--- src/rtl/packet_framer_if.sv ---
// Byte-in / word-out stream handshakes
// shared by the packet framer and its environment.
interface packet_framer_if;
  logic [7:0]  in_data;
  logic        in_val;
  logic        in_ready;
  logic [31:0] out_data;
  logic        out_val;
  logic        out_ready;
  logic        out_last;

  modport master (
    input  in_data,
    input  in_val,
    output in_ready,
    output out_data,
    output out_val,
    input  out_ready,
    output out_last
  );

  modport slave (
    output in_data,
    output in_val,
    input  in_ready,
    input  out_data,
    input  out_val,
    output out_ready,
    input  out_last
  );
endinterface

--- src/rtl/packet_framer.sv ---
// Packs a length-framed byte stream into 32-bit words,
// drops packets whose length field is out of range.
module packet_framer #(
  parameter int MAX_LEN = 1500
) (
  input  logic            clk,
  input  logic            reset,
  packet_framer_if.master bus,
  output logic            o_len_err,
  output logic [15:0]     o_pkt_count,
  output logic [7:0]      o_drop_count
);

  typedef enum logic [1:0] {
    ST_LEN,
    ST_FWD,
    ST_DROP
  } state_t;

  localparam logic [15:0] LP_MAX = 16'(MAX_LEN);

  state_t      r_state;
  logic [15:0] r_idx;
  logic [15:0] r_len;
  logic [31:0] r_acc;
  logic        r_acc_full;
  logic        r_acc_last;
  logic [31:0] r_out_data;
  logic        r_out_val;
  logic        r_out_last;
  logic        r_len_err;
  logic [15:0] r_pkt_count;
  logic [7:0]  r_drop_count;

  logic        w_take;
  logic        w_ohs;
  logic        w_out_free;
  logic [1:0]  w_lane;
  logic [15:0] w_len;
  logic        w_len_ok;
  logic        w_end;
  logic        w_done;
  logic        w_drop_evt;
  logic [31:0] w_word;

  assign bus.in_ready = !r_acc_full && !reset;
  assign bus.out_data = r_out_data;
  assign bus.out_val  = r_out_val;
  assign bus.out_last = r_out_last;
  assign o_len_err    = r_len_err;
  assign o_pkt_count  = r_pkt_count;
  assign o_drop_count = r_drop_count;

  assign w_take     = bus.in_val && bus.in_ready;
  assign w_ohs      = r_out_val && bus.out_ready;
  assign w_out_free = !r_out_val || bus.out_ready;
  assign w_lane     = r_idx[1:0];

  // Byte 0 of the length field sits in the top lane.
  assign w_len    = {bus.in_data, r_acc[31:24]};
  assign w_len_ok = (w_len >= 16'd8) &&
                    (w_len <= LP_MAX);
  assign w_end    = (r_idx == r_len - 16'd1);

  assign w_done = w_take &&
                  (r_state == ST_FWD) &&
                  ((w_lane == 2'd3) || w_end);

  assign w_drop_evt = w_take &&
                      (r_state == ST_LEN) &&
                      r_idx[0] &&
                      !w_len_ok;

  always_comb begin
    w_word = (w_lane == 2'd0) ? 32'd0 : r_acc;
    unique case (w_lane)
      2'd0: w_word[31:24] = bus.in_data;
      2'd1: w_word[23:16] = bus.in_data;
      2'd2: w_word[15:8]  = bus.in_data;
      2'd3: w_word[7:0]   = bus.in_data;
      default: ;
    endcase
  end

  always_ff @(posedge clk) begin
    if (reset) begin
      r_state      <= ST_LEN;
      r_idx        <= 16'd0;
      r_len        <= 16'd0;
      r_acc        <= 32'd0;
      r_acc_full   <= 1'b0;
      r_acc_last   <= 1'b0;
      r_out_data   <= 32'd0;
      r_out_val    <= 1'b0;
      r_out_last   <= 1'b0;
      r_len_err    <= 1'b0;
      r_pkt_count  <= 16'd0;
      r_drop_count <= 8'd0;
    end else begin
      r_len_err <= w_drop_evt;

      if (w_ohs && r_out_last)
        r_pkt_count <= r_pkt_count + 16'd1;

      if (w_drop_evt && (r_drop_count != 8'hFF))
        r_drop_count <= r_drop_count + 8'd1;

      // A parked word always goes before a new one.
      if (r_acc_full && w_out_free) begin
        r_out_data <= r_acc;
        r_out_last <= r_acc_last;
        r_out_val  <= 1'b1;
        r_acc_full <= 1'b0;
      end else if (w_done && w_out_free) begin
        r_out_data <= w_word;
        r_out_last <= w_end;
        r_out_val  <= 1'b1;
      end else if (w_ohs) begin
        r_out_val  <= 1'b0;
      end

      if (w_take) begin
        r_acc      <= w_word;
        r_acc_full <= w_done && !w_out_free;
        r_acc_last <= w_end;
        unique case (r_state)
          ST_LEN: begin
            if (!r_idx[0]) begin
              r_idx <= 16'd1;
            end else begin
              r_len <= w_len;
              if (w_len_ok) begin
                r_state <= ST_FWD;
                r_idx   <= 16'd2;
              end else if (w_len <= 16'd2) begin
                r_idx   <= 16'd0;
              end else begin
                r_state <= ST_DROP;
                r_idx   <= 16'd2;
              end
            end
          end
          ST_FWD, ST_DROP: begin
            if (w_end) begin
              r_state <= ST_LEN;
              r_idx   <= 16'd0;
            end else begin
              r_idx   <= r_idx + 16'd1;
            end
          end
          default: begin
            r_state <= ST_LEN;
            r_idx   <= 16'd0;
          end
        endcase
      end
    end
  end

endmodule

--- src/flat_wrapper.sv ---
// flat-port wrapper written by rule: the top's interface ports become plain ports
module packet_framer_flat 
#(
  parameter int MAX_LEN = 1500
)
  (clk, reset, o_len_err, o_pkt_count, o_drop_count, bus_in_data, bus_in_val, bus_in_ready, bus_out_data, bus_out_val, bus_out_ready, bus_out_last);
  packet_framer_if bus_i ();
  input  logic clk;
  input  logic reset;
  output logic o_len_err;
  output logic [15:0] o_pkt_count;
  output logic [7:0] o_drop_count;
  input wire logic [$bits(bus_i.in_data)-1:0] bus_in_data;
  input wire logic [$bits(bus_i.in_val)-1:0] bus_in_val;
  output wire logic [$bits(bus_i.in_ready)-1:0] bus_in_ready;
  output wire logic [$bits(bus_i.out_data)-1:0] bus_out_data;
  output wire logic [$bits(bus_i.out_val)-1:0] bus_out_val;
  input wire logic [$bits(bus_i.out_ready)-1:0] bus_out_ready;
  output wire logic [$bits(bus_i.out_last)-1:0] bus_out_last;
  assign bus_i.in_data = bus_in_data;
  assign bus_i.in_val = bus_in_val;
  assign bus_in_ready = bus_i.in_ready;
  assign bus_out_data = bus_i.out_data;
  assign bus_out_val = bus_i.out_val;
  assign bus_i.out_ready = bus_out_ready;
  assign bus_out_last = bus_i.out_last;
  packet_framer #(.MAX_LEN(MAX_LEN)) u_core (.clk(clk), .reset(reset), .bus(bus_i), .o_len_err(o_len_err), .o_pkt_count(o_pkt_count), .o_drop_count(o_drop_count));
endmodule
--- config.mk ---
export PLATFORM = sky130hd
export DESIGN_NAME = packet_framer_flat
export DESIGN_NICKNAME = d
export VERILOG_FILES = /design/src/rtl/packet_framer_if.sv /design/src/rtl/packet_framer.sv /design/src/flat_wrapper.sv
export SDC_FILE = /design/constraint.sdc
export NUM_CORES = 1
export LEC_CHECK = 0
export CORE_MARGIN = 3
export CORE_UTILIZATION = 45
export DETAILED_ROUTE_END_ITERATION = 12
export GPL_TIMING_DRIVEN = 1
export HOLD_SLACK_MARGIN = 0.06
export PLACE_DENSITY = 0.73
export SLEW_MARGIN = 20
export SYNTH_ARGS = -nofsm -noshare
export SYNTH_HDL_FRONTEND = slang
export SYNTH_SLANG_ARGS = --single-unit
--- constraint.sdc ---
create_clock -name clk -period 3.6 [get_ports clk]
set_clock_uncertainty 0.2 [all_clocks]
set_input_delay 0.36 -clock clk [delete_from_list [all_inputs] [get_ports clk]]
set_output_delay 0.36 -clock clk [all_outputs]
set_load 0.02 [all_outputs]
# ---- Word level (Yosys, flattened, before mapping)
# Cells that the tools add are included.
# W data, S select, Z words.
dict set report classes {
  eq_ne 10
  n_mux 24
  reduce_logical 29
  n_lt_le_gt_ge 3
  n_addsub 4
}
# operator count
set ops {}
lappend ops {{$mux W32} 3}
lappend ops {{$mux W16} 3}
lappend ops {{$add A16 B1 Y16 const B} 2}
lappend ops {{$mux W8} 4}
lappend ops {{$pmux W16 S2} 1}
lappend ops {{$eq A16 B16 Y1} 1}
lappend ops {{$ge A16 B4 Y1 const B} 1}
lappend ops {{$le A16 B11 Y1 const B} 1}
lappend ops {{$le A16 B2 Y1 const B} 1}
lappend ops {{$sub A16 B1 Y16 const B} 1}
lappend ops {{$logic_and A1 B1 Y1} 14}
lappend ops {{$mux W2} 5}
lappend ops {{$add A8 B1 Y8 const B} 1}
lappend ops {{$ne A8 B8 Y1 const B} 1}
lappend ops {{$mux W1} 7}
lappend ops {{$eq A2 B2 Y1 const B} 3}
lappend ops {{$logic_not A1 Y1} 5}
lappend ops {{$eq A2 B1 Y1 const B} 2}
lappend ops {{$logic_not A2 Y1} 2}
lappend ops {{$ne A2 B1 Y1 const B} 2}
lappend ops {{$pmux W2 S2} 1}
lappend ops {{$reduce_and A4 Y1} 1}
lappend ops {{$reduce_bool A2 Y1} 2}
lappend ops {{$ne A3 B2 Y1 const B} 1}
lappend ops {{other kinds (4)} 5}
dict set report totals {
  out_inout_bits 60
  inputBits 12
  wordCells 82
  register_bits 127
}

# ---- Depth between registers and ports, before layout
dict set report depth {
  word_depth 8
  ltp_mapped 12
  depth_no_buf 9
}

# ---- Worst setup path after synthesis
# Ideal clock, no wire load.
dict set report synth_timing {
  kind {register to register}
  from {register u_core.r_len[0]}
  to {register u_core.r_out_data[10] (netlist: u_core.bus.out_data[10])}
  n_path_buf 3
  synth_period_minus_slack_ns 3.327
  stages_incl_launch_ff 13
  setup_slack_ns 0.273
  required_time_ns 3.279
  setup_time_ns 0.121
  arrival_ns 3.006
  path_cell_list {dfxtp_1 clkbuf_1 inv_1 ha_1 or4b_4 or4b_1 a21o_1 a22oi_2 and4_1 buf_4 o31a_4 buf_12 mux2_4}
}
dict set report synth_via {
  elab_chain_len 6
}
# element line_no
set synth_lines {}
lappend synth_lines {{start, declared} packet_framer.sv:24} ;# logic [15:0] r_len;
lappend synth_lines {{start signal, assigned} packet_framer.sv:131} ;# r_len <= w_len;
lappend synth_lines {{$sub A16 B1 Y16} packet_framer.sv:63} ;# assign w_end = (r_idx == r_len - 16'd1);
lappend synth_lines {{$eq A16 B16 Y1} packet_framer.sv:63}
lappend synth_lines {{$logic_or A1 B1 Y1} packet_framer.sv:67} ;# ((w_lane == 2'd3) || w_end);
lappend synth_lines {{$logic_and A1 B1 Y1} packet_framer.sv:66} ;# (r_state == ST_FWD) &&
lappend synth_lines {{$logic_and A1 B1 Y1} packet_framer.sv:114} ;# end else if (w_done && w_out_free) begin
lappend synth_lines {{$reduce_bool A2 Y1 (no source line)} n/a}
lappend synth_lines {{end signal, assigned} packet_framer.sv:110} ;# r_out_data <= r_acc;
lappend synth_lines {{end signal, assigned} packet_framer.sv:115} ;# r_out_data <= w_word;
lappend synth_lines {{end, declared} packet_framer.sv:28} ;# logic [31:0] r_out_data;
# No other way between the ends.
# A chain may end at the register's enable or synchronous reset.

# ---- Worst setup path after layout
dict set report layout_timing {
  from {register u_core.r_len[0]}
  to {register u_core.r_out_data[0] (netlist: u_core.bus.out_data[0])}
}
# The elaborated chain is that of the path after synthesis.

==> summary.md <==
| Metric | Value |
|---|---|
| Pin slew with the least headroom to its limit | `between 0.8 and 0.9 ns` |
| Area share of xor/xnor cells in the synthesized design | `0.0569` |
| Adder and majority cell fraction of the synthesized area | `0.0193` |
| Top library cells by usage in the layout, fill and taps aside | `127 x sky130_fd_sc_hd__dfxtp_1, 70 x sky130_fd_sc_hd__clkdlybuf4s50_1, 68 x sky130_fd_sc_hd__nand2_1, 63 x sky130_fd_sc_hd__nor2_1` |
| Critical path class | `register to register` |
| Number of buffers on the longest clock path | `2` |
| Cell type of the slowest stage on the worst timing path | `sky130_fd_sc_hd__or4b_1` |
| Proportion of register bits with asynchronous set or reset after synthesis | `0` |
| Total inserted antenna cells | `0` |
| Compound-cell area share of the yosys netlist | `0.178` |
| Area of the core | `about 14000 sq um` |
| Largest family of logic cells by synthesized area | `simple AND/OR/NAND/NOR gates` |
| Commonest non-fill, non-tap cell in the layout | `sky130_fd_sc_hd__dfxtp_1` |
| Min cycle time layout | `~3.5 ns` |
| Peak per-stage delay on the critical path | `around 0.53 ns` |
| Cts bufs inserted | `17` |
| Total number of clock tree sinks | `about 130` |
| Root buffer selected by CTS | `sky130_fd_sc_hd__clkbuf_16` |
| Number of different library cells in the post-synthesis netlist | `62` |
| Register bit count reported by yosys | `between 100 and 150` |
| Via count of the first global-routing pass | `approximately 5700` |
| Class of the most critical hold timing path | `register to register` |
| Initial standard-cell utilization of the core | `0.462` |
| Final Max Tran Viols | `0` |
| CTS tree | `built` |
| Global routing usage summed across all routing layers | `0.219` |
| Number of nets produced by synthesis | `between 700 and 800` |
| Length of the first detailed-routing pass in iterations | `6` |
| Final-layout worst hold slack | `0.273 ns` |
| Setup-violating endpoint count in the final report | `0` |
| Maximum clock frequency | `288 MHz` |
| Sequential cell area fraction in the yosys report | `0.393` |
| Total via count after detailed routing | `about 5800` |
| Number of DRC markers in iteration 0 | `a little under 600` |
| Share of the clock period used by the worst path after layout | `0.964` |
| Cells taking the most area after synthesis | `sky130_fd_sc_hd__dfxtp_1 39%, sky130_fd_sc_hd__mux2_4 7.0%, sky130_fd_sc_hd__a22o_1 4.3%` |
| Worst setup EP type | `register` |
| Relative area change from synthesis to final layout | `22.7%` |
| Total leakage power | `around 0.003 uW` |
| Routed wire length | `17000 um` |
| # H-tree levels | `4` |
| Width of the die | `126 um` |
| Synth area leader | `sky130_fd_sc_hd__dfxtp_1` |
| Count of hold-fix buffers inserted at cts | `0` |
| Layout Nets | `approximately 800` |
| Endpoints failing hold | `0` |
| CP cell instances | `inv_1, ha_2, or4b_4, or4b_1, a21o_1, a22oi_2, and4_1, o31a_4, buf_12, mux2_2` |
| Main synth FF type | `sky130_fd_sc_hd__dfxtp_1` |
| Share of post-route cells with drive strength above 1 | `0.125` |
| Power consumption | `3610 uW` |
| Power per standard cell area | `around 450 nW/um^2` |
| Cells after synthesis | `721` |
| Placement row count | `43` |
| Clock Latency Late Sink | `between 0.4 and 0.5 ns` |
| Final weighted congestion in routability-driven placement | `0.855` |
| Post-detailed-route DRC marker count | `0` |
| Avg Cell Area, Syn | `8.97 sq um` |
| Global-route congestion overflow total | `0` |
| Setup_tns | `0 ns` |
| Area share of the leading cell type in the synthesized netlist | `0.393` |
| Number of setup buffers added after CTS | `0` |
| Proportion of synthesized area in mux cells | `0.0795` |
| Boundary pin count | `around 70` |
| # port buffers | `just over 70` |
| Ys Warns | `0` |
| EDFF count, synth | `0` |
| Largest net degree at the start of global routing | `about 110` |
| Area of the die | `15800 sq um` |
| Antenna violations before repair | `0` |
| Unrepaired setup endpoints after global routing | `no` |
| Max Fanout on Critical Path | `16` |
| Basic-gate share of the synthesized area counting and, or, nand and nor cells | `0.223` |
| Worst rel slew slack | `0.453` |
| Global-route wire length before repair | `28600 um` |
| Critical path arrival | `between 3 and 4 ns` |
| Critical Path Start Type | `register` |
| Height of the die | `126 um` |
| MaxCap Viol Count | `0` |
| Detail Placement HPWL | `between 10000 and 15000 um` |
| IR Drop Worst-Case VDD | `approximately 0.35 mV` |
| Vias/cell | `approximately 6` |
| Hold Path Depth | `1` |
| Worst EP required | `3.71 ns` |
| Routed Antenna Nets | `0` |
| Detailed-route wire length per cell | `around 18 um` |
| Outcome | `completed` |
| Post-synthesis instance area | `6470 sq um` |
| Clock transition at the registers of the reported paths | `0.06 ns` |
| Utilization after layout | `0.567` |
| Worst r2r path cells | `10` |
==> power breakdown <==
| group | leakage [uW] | total (uW) | switching (uW) | internal [uW] |
|---|---|---|---|---|
| Clock | 0.000304 | 1830 | 654 | 1180 |
| Sequential | 0.00103 | 1480 | 40.9 | 1440 |
| Combinational | 0.00162 | 301 | 187 | 114 |
| Total | 0.00295 | 3610 | 881 | 2730 |
==> layout make-up <==
class	instances	area (sq um)
fill	1221	6050
multi-input combinational	524	3600
sequential	127	2540
timing repair buffer	89	876
clock buffer	18	439
tap	180	225
clock inverter	13	188
inverter	16	60.1
==> path summary, 6_finish.rpt <==
path                                                     from                             endpoint  slack, ns
worst min register to register  u_core.r_acc[13]$_SDFFE_PP0P_        u_core.r_acc[13]$_SDFFE_PP0P_       0.27
worst max register to register   u_core.r_len[0]$_SDFFE_PP0P_  u_core.bus.out_data[0]$_SDFFE_PP0P_       0.13
worst min-delay path            u_core.r_acc[13]$_SDFFE_PP0P_        u_core.r_acc[13]$_SDFFE_PP0P_       0.27
worst max-delay path             u_core.r_len[0]$_SDFFE_PP0P_  u_core.bus.out_data[0]$_SDFFE_PP0P_       0.13
==> metal layers <==
layer,up-vias,track usage,wire length (um)
met5,-,0,0
met4,0,0.119,539
met3,53,0.0500,1050
met2,239,0.337,7840
met1,2779,0.286,7540
li1,2691,-,-
==> sequential cells by signal (all words and copies together) (netlist names), 2 cells and up <==
register	flops
u_core.r_idx	16
u_core.o_drop_count	8
u_core.o_pkt_count	16
u_core.r_len	16
u_core.r_acc	32
u_core.r_state	2
u_core.bus.out_data	32
==> through the flow <==
step	std cells	cell area [sq um]	setup WS, ns
final	967	7930	0.128
after global routing	967	7930	0.0478
after CTS	967	7920	0.130
after detailed placement	936	7300	0.143
after global placement	936	7300	0.273
after floorplan	721	6470	0.273
==> worst max-delay path: cells and delay by family (launching register included) <==
kind            cells  cell delay, ns
compound gates      3            0.55
fa+ha+maj           1            0.25
buf+inv             2            0.26
flops               1            0.38
mux                 1            0.36
simple gates        3            1.35
==> cells in the mapped netlist, types with 3 or more instances <==
master	instances
sky130_fd_sc_hd__clkbuf_1	41
sky130_fd_sc_hd__a41oi_1	4
sky130_fd_sc_hd__o21ai_1	6
sky130_fd_sc_hd__buf_1	6
sky130_fd_sc_hd__dfxtp_1	127
sky130_fd_sc_hd__nor4b_1	4
sky130_fd_sc_hd__or2_2	4
sky130_fd_sc_hd__a211oi_1	3
sky130_fd_sc_hd__a31o_2	3
sky130_fd_sc_hd__nor3b_1	6
sky130_fd_sc_hd__a22oi_1	25
sky130_fd_sc_hd__nand4_1	11
sky130_fd_sc_hd__a31oi_1	5
sky130_fd_sc_hd__and3_1	14
sky130_fd_sc_hd__or3_1	3
sky130_fd_sc_hd__nand3_1	26
sky130_fd_sc_hd__a21o_1	3
sky130_fd_sc_hd__and2_1	6
sky130_fd_sc_hd__xor2_1	26
sky130_fd_sc_hd__buf_12	3
sky130_fd_sc_hd__nor3_1	10
sky130_fd_sc_hd__ha_1	10
sky130_fd_sc_hd__nand2_1	68
sky130_fd_sc_hd__o21ai_0	7
sky130_fd_sc_hd__and4_1	6
sky130_fd_sc_hd__mux2_2	3
sky130_fd_sc_hd__a22o_1	32
sky130_fd_sc_hd__nor2b_1	33
sky130_fd_sc_hd__mux2_4	30
sky130_fd_sc_hd__a21oi_1	33
sky130_fd_sc_hd__xnor2_1	16
sky130_fd_sc_hd__nor4_1	10
sky130_fd_sc_hd__nor2_1	63
sky130_fd_sc_hd__o311ai_0	9
sky130_fd_sc_hd__mux2i_1	3
sky130_fd_sc_hd__o211ai_1	3
sky130_fd_sc_hd__nand2b_1	5
sky130_fd_sc_hd__inv_1	16
sky130_fd_sc_hd__o21a_1	10
==> timing repair <==
action | CTS | global route
setup endpoints to repair | 0 | 1
hold endpoints to repair | 0 | 0
gates resized for setup | 0 | 2
==> kinds of logic (layout without fill, tap and decap cells) <==
family / Yosys count / count (layout)
buffers and inverters: 70 / 136
adder cells (fa/ha/maj): 10 / 10
AO/OA/AOI/OAI: 157 / 157
XOR/XNOR: 42 / 42
flip-flops: 127 / 127
AND/OR/NAND/NOR: 279 / 279
multiplexers: 36 / 36
Note: power is estimated with default switching activity, not from simulation.
